[src/rtl/alu_pkg.sv]
// alu_pkg: shared widths, opcodes and request type for the ALU issue path
package alu_pkg;
    localparam int ALU_DATA_W = 32;
    localparam int ALU_OP_W   = 4;
    localparam logic [ALU_OP_W-1:0] ALU_ADD    = 4'd0;
    localparam logic [ALU_OP_W-1:0] ALU_SUB    = 4'd1;
    localparam logic [ALU_OP_W-1:0] ALU_AND    = 4'd2;
    localparam logic [ALU_OP_W-1:0] ALU_OR     = 4'd3;
    localparam logic [ALU_OP_W-1:0] ALU_SLL    = 4'd4;
    localparam logic [ALU_OP_W-1:0] ALU_ROTATE = 4'd5;
    typedef struct packed {
        logic [ALU_OP_W-1:0]   op;
        logic [ALU_DATA_W-1:0] src1;
        logic [ALU_DATA_W-1:0] src2;
    } alu_req_t;
endpackage

[src/rtl/alu_req_fifo.sv]
// alu_req_fifo: DEPTH-entry request queue; level is the only full/empty source
module alu_req_fifo
    import alu_pkg::*;
#(
    parameter int DEPTH = 4
) (
    input  logic                       clk,
    input  logic                       rst_n,
    input  logic                       push,
    input  logic                       pop,
    input  alu_req_t                   din,
    output alu_req_t                   head,
    output logic [$clog2(DEPTH+1)-1:0] level
);
    localparam int PW = $clog2(DEPTH);
    localparam int LW = $clog2(DEPTH+1);
    alu_req_t mem [DEPTH];
    logic [PW-1:0] wptr, rptr;
    assign head = mem[rptr];
    // storage needs no reset: head is only observed while level is non-zero
    always_ff @(posedge clk) begin
        if (push) mem[wptr] <= din;
    end
    // pointers wrap naturally because DEPTH is a power of two
    always_ff @(posedge clk or negedge rst_n) begin
        if (!rst_n) begin
            wptr  <= '0;
            rptr  <= '0;
            level <= '0;
        end else begin
            if (push) wptr <= wptr + PW'(1);
            if (pop) rptr <= rptr + PW'(1);
            level <= level + LW'(push) - LW'(pop);
        end
    end
endmodule

[src/rtl/alu_issue_stage.sv]
// alu_issue_stage: buffers ALU requests and registers results; ALU_ISSUE_OVF_TRAP_EN adds a sticky overflow halt
module alu_issue_stage
    import alu_pkg::*;
#(
    parameter int DATA_W = ALU_DATA_W,
    parameter int OP_W   = ALU_OP_W,
    parameter int DEPTH  = 4
) (
    input  logic                       clk,
    input  logic                       rst_n,
    input  logic                       in_valid,
    output logic                       in_ready,
    input  logic [OP_W-1:0]            in_op,
    input  logic [DATA_W-1:0]          in_src1,
    input  logic [DATA_W-1:0]          in_src2,
    output logic                       alu_enable,
    output logic [OP_W-1:0]            alu_op,
    output logic [DATA_W-1:0]          alu_src1,
    output logic [DATA_W-1:0]          alu_src2,
    input  logic [DATA_W-1:0]          alu_result,
    input  logic                       alu_overflow,
    output logic                       out_valid,
    input  logic                       out_ready,
    output logic [DATA_W-1:0]          out_result,
    output logic                       out_overflow,
    output logic [OP_W-1:0]            out_op,
    output logic [$clog2(DEPTH+1)-1:0] level,
    output logic                       ovf_flag,
    input  logic                       ovf_clr
);
    localparam int LW = $clog2(DEPTH+1);
    alu_req_t req, head;
    logic empty, push, issue, halt;
    assign req        = '{op: in_op, src1: in_src1, src2: in_src2};
    assign empty      = level == '0;
    assign in_ready   = level < LW'(DEPTH);
    assign push       = in_valid && in_ready;
    assign issue      = !empty && (!out_valid || out_ready) && !halt;
    assign alu_enable = issue;
    assign alu_op     = empty ? '0 : head.op;
    assign alu_src1   = empty ? '0 : head.src1;
    assign alu_src2   = empty ? '0 : head.src2;
    alu_req_fifo #(.DEPTH(DEPTH)) u_fifo (
        .clk   (clk),
        .rst_n (rst_n),
        .push  (push),
        .pop   (issue),
        .din   (req),
        .head  (head),
        .level (level)
    );
    // result register: capture the combinational ALU answer on issue, else drain on accept
    always_ff @(posedge clk or negedge rst_n) begin
        if (!rst_n) begin
            out_valid    <= 1'b0;
            out_result   <= '0;
            out_overflow <= 1'b0;
            out_op       <= '0;
        end else if (issue) begin
            out_valid    <= 1'b1;
            out_result   <= alu_result;
            out_overflow <= alu_overflow;
            out_op       <= head.op;
        end else if (out_ready) begin
            out_valid    <= 1'b0;
        end
    end
`ifdef ALU_ISSUE_OVF_TRAP_EN
    assign halt = ovf_flag;
    // sticky trap: a captured overflow wins over a same-edge clear
    always_ff @(posedge clk or negedge rst_n) begin
        if (!rst_n) ovf_flag <= 1'b0;
        else if (issue && alu_overflow) ovf_flag <= 1'b1;
        else if (ovf_clr) ovf_flag <= 1'b0;
    end
`else
    logic unused_ovf_clr;
    assign unused_ovf_clr = ovf_clr;
    assign halt           = 1'b0;
    assign ovf_flag       = 1'b0;
`endif
endmodule

[config.mk]
export PLATFORM = sky130hd
export DESIGN_NAME = alu_issue_stage
export DESIGN_NICKNAME = d
export VERILOG_FILES = /design/src/rtl/alu_pkg.sv /design/src/rtl/alu_req_fifo.sv /design/src/rtl/alu_issue_stage.sv
export SDC_FILE = /design/constraint.sdc
export NUM_CORES = 1
export LEC_CHECK = 0
export BUFFER_PORTS_ARGS = -buffer_cell sky130_fd_sc_hd__buf_2
export CORE_MARGIN = 8
export CORE_UTILIZATION = 50
export DETAILED_ROUTE_END_ITERATION = 16
export GPL_ROUTABILITY_DRIVEN = 0
export HOLD_SLACK_MARGIN = 0.1
export PLACE_DENSITY = 0.78
export SYNTH_ARGS = -nofsm -noshare
export SYNTH_HDL_FRONTEND = slang
export SYNTH_SLANG_ARGS = --single-unit
[constraint.sdc]
create_clock -name clk -period 3.1 [get_ports clk]
set_input_delay 0.465 -clock clk [delete_from_list [all_inputs] [get_ports clk]]
set_output_delay 0.465 -clock clk [all_outputs]
set_load 0.1 [all_outputs]
Word level (Yosys, flattened, before mapping)
Memory sizes are Yosys's and may differ from the RTL's.
Cells that the tools add are included.
{"block": "totals", "mem_count": 1, "wordCells": 27, "input_bits": 106, "regBits": 45, "ram_bits": 272, "out_inout_bits": 112}
{"block": "classes", "n_reduce_logical": 7, "add_sub_neg": 4, "order_cmp": 1, "muxes": 7}
{"name": "u_fifo.mem", "depth": 4, "word_bits": 68, "read_ports": 1, "rd_ports_with_merged_regs": 0, "wr": 1, "line_no": "alu_req_fifo.sv:17", "text": "alu_req_t mem [DEPTH];"}
{"operator": "32-bit two-way mux", "count": 2}
{"operator": "2-bit by 1-bit adder with 2-bit output (second input constant)", "count": 2}
{"operator": "1-bit two-way mux", "count": 4}
{"operator": "4-bit two-way mux", "count": 1}
{"operator": "3-bit by 1-bit adder with 3-bit output", "count": 1}
{"operator": "3-bit logical NOT", "count": 1}
{"operator": "3-bit < comparator (second input constant)", "count": 1}
{"operator": "3-bit by 1-bit subtractor with 3-bit output", "count": 1}
{"operator": "1-bit logical AND", "count": 2}
{"operator": "1-bit logical NOT", "count": 2}
{"operator": "2-bit nonzero test", "count": 1}
{"operator": "1-bit logical OR", "count": 1}

Logic depth before layout (Yosys ltp)
{"block": "logic_depth", "ltp_word": 4, "ltp_mapped": 11}

Modules after synthesis
From an unflattened synthesis, not the netlist that was laid out.
{"block": "unflattened", "hier_cells": 550, "area_unflattened_um2": 12254.3}
{"mod": "alu_req_fifo", "instances": 1, "cells_per_inst": 388, "area_per_inst_um2": 10267.3, "seq_area_each_um2": 8343.0}
{"mod": "alu_issue_stage", "instances": 1, "cells_per_inst": 162, "area_per_inst_um2": 1986.9, "seq_area_each_um2": 950.9}

Least setup slack after synthesis
No wires, ideal clock.
{"block": "synth_path", "kind": "flip-flop to flip-flop", "start": "register u_fifo.level[2]", "end": "memory u_fifo.mem[0][0] in the netlist's numbering (enable)", "period_less_slack_ns": 3.316, "required_ns": 2.667, "path_stages_with_launch": 4, "n_path_buf": 1, "t_arrival_ns": 2.882, "slack_ns": -0.216, "cell_sequence": "dfrtp_1 nor2b_1 clkbuf_1 and2_1"}
{"block": "synth_between", "elab_chain_len": 4}
{"element": "start, declared", "line_no": "alu_req_fifo.sv:13", "text": "output logic [$clog2(DEPTH+1)-1:0] level"}
{"element": "start signal, assigned", "line_no": "alu_req_fifo.sv:33", "text": "level <= level + LW'(push) - LW'(pop);"}
{"element": "3-bit < comparator", "line_no": "alu_issue_stage.sv:36", "text": "assign in_ready = level < LW'(DEPTH);"}
{"element": "1-bit logical AND", "line_no": "alu_issue_stage.sv:37", "text": "assign push = in_valid && in_ready;"}
{"element": "via push", "line_no": "alu_issue_stage.sv:33", "text": "logic empty, push, issue, halt;"}
{"element": "1-bit two-way mux", "line_no": "alu_req_fifo.sv:22", "text": "if (push) mem[wptr] <= din;"}
{"element": "1-bit two-way mux (not written as such)", "line_no": "alu_req_fifo.sv:22"}
{"element": "end, declared", "line_no": "alu_req_fifo.sv:17"}
The timed path passes the listed nets, and every way through them passes these cells.

Worst setup path after layout
{"block": "layout_path", "start": "register u_fifo.rptr[1]", "end": "output port alu_src2[29]"}
{"block": "layout_between", "elab_chain_len": 2}
{"element": "start, declared", "line_no": "alu_req_fifo.sv:18", "text": "logic [PW-1:0] wptr, rptr;"}
{"element": "start signal, assigned", "line_no": "alu_req_fifo.sv:32", "text": "if (pop) rptr <= rptr + PW'(1);"}
{"element": "memory read 4 x 68 bit"}
{"element": "32-bit two-way mux", "line_no": "alu_issue_stage.sv:42", "text": "assign alu_src2 = empty ? '0 : head.src2;"}
{"element": "end, declared", "line_no": "alu_issue_stage.sv:19", "text": "output logic [DATA_W-1:0] alu_src2,"}
Every way passes these cells.

==> reports/metrics.yaml <==
layout-drive-gt1-share_pct: 47.53
cts.clk_slew.worst_paths_ns: 0.06
ant_nets: 0
dieArea_um2: 29430
critPathLaunchType: "register"
area_delta_synth_final_pct: 21.08
criticalPathCategory: "reg -> out"
fin_crit_sh_pct: 95.99
setup_viol: 0
crit_buf_inv: 2
cts_made_buffers: 31
grt_pass1_wl_um: 35940
cp_data_required_time_ns: 2.63
slowest_delay_ns: 0.80
num_rows: 57
antenna_cells: 0
dpl.hpwl_um: 15450
cts_tree: "built"
wire_per_inst_um: 20.86
maxSlewViolCount: 0
arrival_ns: 2.51
rsz0062_at_grt: "no"
overflow: 0
clock-sinks: 317
setup_slack_ns: 0.1242
synth_nets: 664
nets: 900
hold_viol_final: 0
post_cts_buffers: 0
root_buffer: "clkbuf_16"
clock_path_buffers: 3
viasPerCell: 5.261
wl_um: 23650
outcome: "finished, final reports clean"
fmax_mhz: 336.0
via_count: 5966
pre_cts_ws_ns: 0.6309
critPathCaptureType: "primary output"
die_w_um: 171.6
drc_errors: 0
grt_usage_pct: 15.91
htree_levels: 1
synth.avg_cell_area_um2: 21.96
fin_skew_ns: 0.01139
period_minus_slack_ns: 2.976
cp_top_family: "flip-flops"
yosys.cell_types.count: 23
cap_violations: 0
clk-insertion-delay-late_ns: 0.55
ys_ff_latch: 317
firstDrtPassIters: 4
syn_inst: 551
grt_pass1_vias: 6426
start_util_pct: 50.34
relSlewSlack_pct: 59.05
ios: 218
worst_slew_pin_slew_ns: 0.6143
die_y_um: 171.6
core_um2: 24030
hold_path_class: "in -> reg"
cp_cell_sequence: "buf_4 -> mux4_2 -> nor2b_1 -> buf_2"
yosysSeqAreaShare_pct: 76.81
path_max_fanout: 34
antenna_found_initial: 2
grt_max_degree: 71
ys_warn_count: 0
syn_area_um2: 12100
portBuffers: 215
stdcell_count: 1134
cp_slowest_cell: "dfrtp_4"
drt_iter0_markers: 305
dp_cells: 1077
-- what timing repair did --
action                     in CTS  in global routing
hold buffers                    1                  0
hold endpoints to repair       26                  0
gates resized for setup         0                  1
setup endpoints to repair       0                  1
-- cell usage in the layout, fill, tap and decap left out, drive strengths merged, types with 2 or more instances in the layout --
| cell | n |
|---|---|
| and2 | 4 |
| buf | 231 |
| clkbuf | 45 |
| clkinv | 8 |
| dfrtp | 45 |
| edfxtp | 272 |
| ha | 6 |
| inv | 8 |
| mux2 | 37 |
| mux4 | 68 |
| nand2 | 2 |
| nor2b | 70 |
| xnor2 | 4 |
-- per-layer routing --
layer | part of all wire (%) | track usage, % | routed length, um
met3 | 7.3 | 3.512 | 1724
met1 | 40 | 19.75 | 9429
met4 | 1.8 | 3.667 | 428
met2 | 51 | 28.13 | 12040
met5 | 0.11 | 0 | 26
-- area by class of cell --
| type | instances | area (um^2) |
|---|---|---|
| inverter | 7 | 26.28 |
| multi-input combinational | 198 | 2644 |
| clock buffer | 45 | 890.9 |
| timing repair buffer | 232 | 1301 |
| tap | 324 | 405.4 |
| clock inverter | 11 | 80.08 |
| fill | 1727 | 9385 |
| sequential | 317 | 9301 |
-- synthesized netlist by cell type, drive strengths merged --
library cell	n	share of area [%]
fa	1	0.17
nor3	1	0.13
nor2b	70	3.6
mux2	37	3.7
inv	7	0.22
dfrtp	45	9.3
o21ai	1	0.041
xor2	1	0.072
ha	6	0.62
conb	1	0.031
buf	16	0.84
nand3b	1	0.062
and2	4	0.21
clkbuf	13	0.40
nand2b	1	0.052
nand2	2	0.062
edfxtp	272	68
xnor2	4	0.29
mux4	68	13
-- state kept, by name (all words and copies together) (netlist names) --
register / flops
u_fifo.rptr: 2
out_op: 4
u_fifo.wptr: 2
u_fifo.level: 3
out_valid: 1
out_result: 32
out_overflow: 1
u_fifo.mem: 272
-- worst register-to-register path: cells and delay by family, from the launching register on --
kind | cells | cell delay, ns
xor gates and xnor gates | 2 | 0.28
adders and majority gates | 3 | 0.79
buffers and inverters | 2 | 0.10
DFF | 1 | 0.37
and+or+nand+nor | 2 | 0.56
-- final timing paths --
path	start	endpoint	slack, ns	depth (start not counted)
worst max-delay path	u_fifo.rptr[1]	alu_src2[29]	0.12	4
min in group asynchronous	rst_n	out_result[25]	0.45	2
worst min-delay path	in_src2[15]	u_fifo.mem[2][15]	0.13	1
worst min register to register	out_result[5]	out_result[5]	0.50	1
max in group asynchronous	rst_n	u_fifo.wptr[1]	1.98	3
worst max register to register	out_valid	u_fifo.level[2]	0.89	9
-- logic make-up after synthesis --
kind of cell,Yosys count,synth area share [%]
flops,317,76.81
mux,105,16.35
fa+ha+maj,7,0.7859
simple gates,79,4.157
buf+inv,36,1.458
other cells,1,0.03099
compound gates,1,0.04133
xor+xnor,5,0.3619
-- per-stage QoR --
stage	hold WS, ns	setup TNS, ns	utilization, %	cell area, um^2
after floorplan	0.1694	-7.099	-	12100
after global placement	0.4842	0	56.84	13660
after detailed placement	0.4899	0	56.84	13660
after CTS	0.1058	0	60.92	14640
after global routing	0.1126	0	60.95	14650
final	0.1310	0	60.95	14650
Power is not shown: default switching activity piles up to over one toggle a cycle in this logic, so the estimate is an artifact.
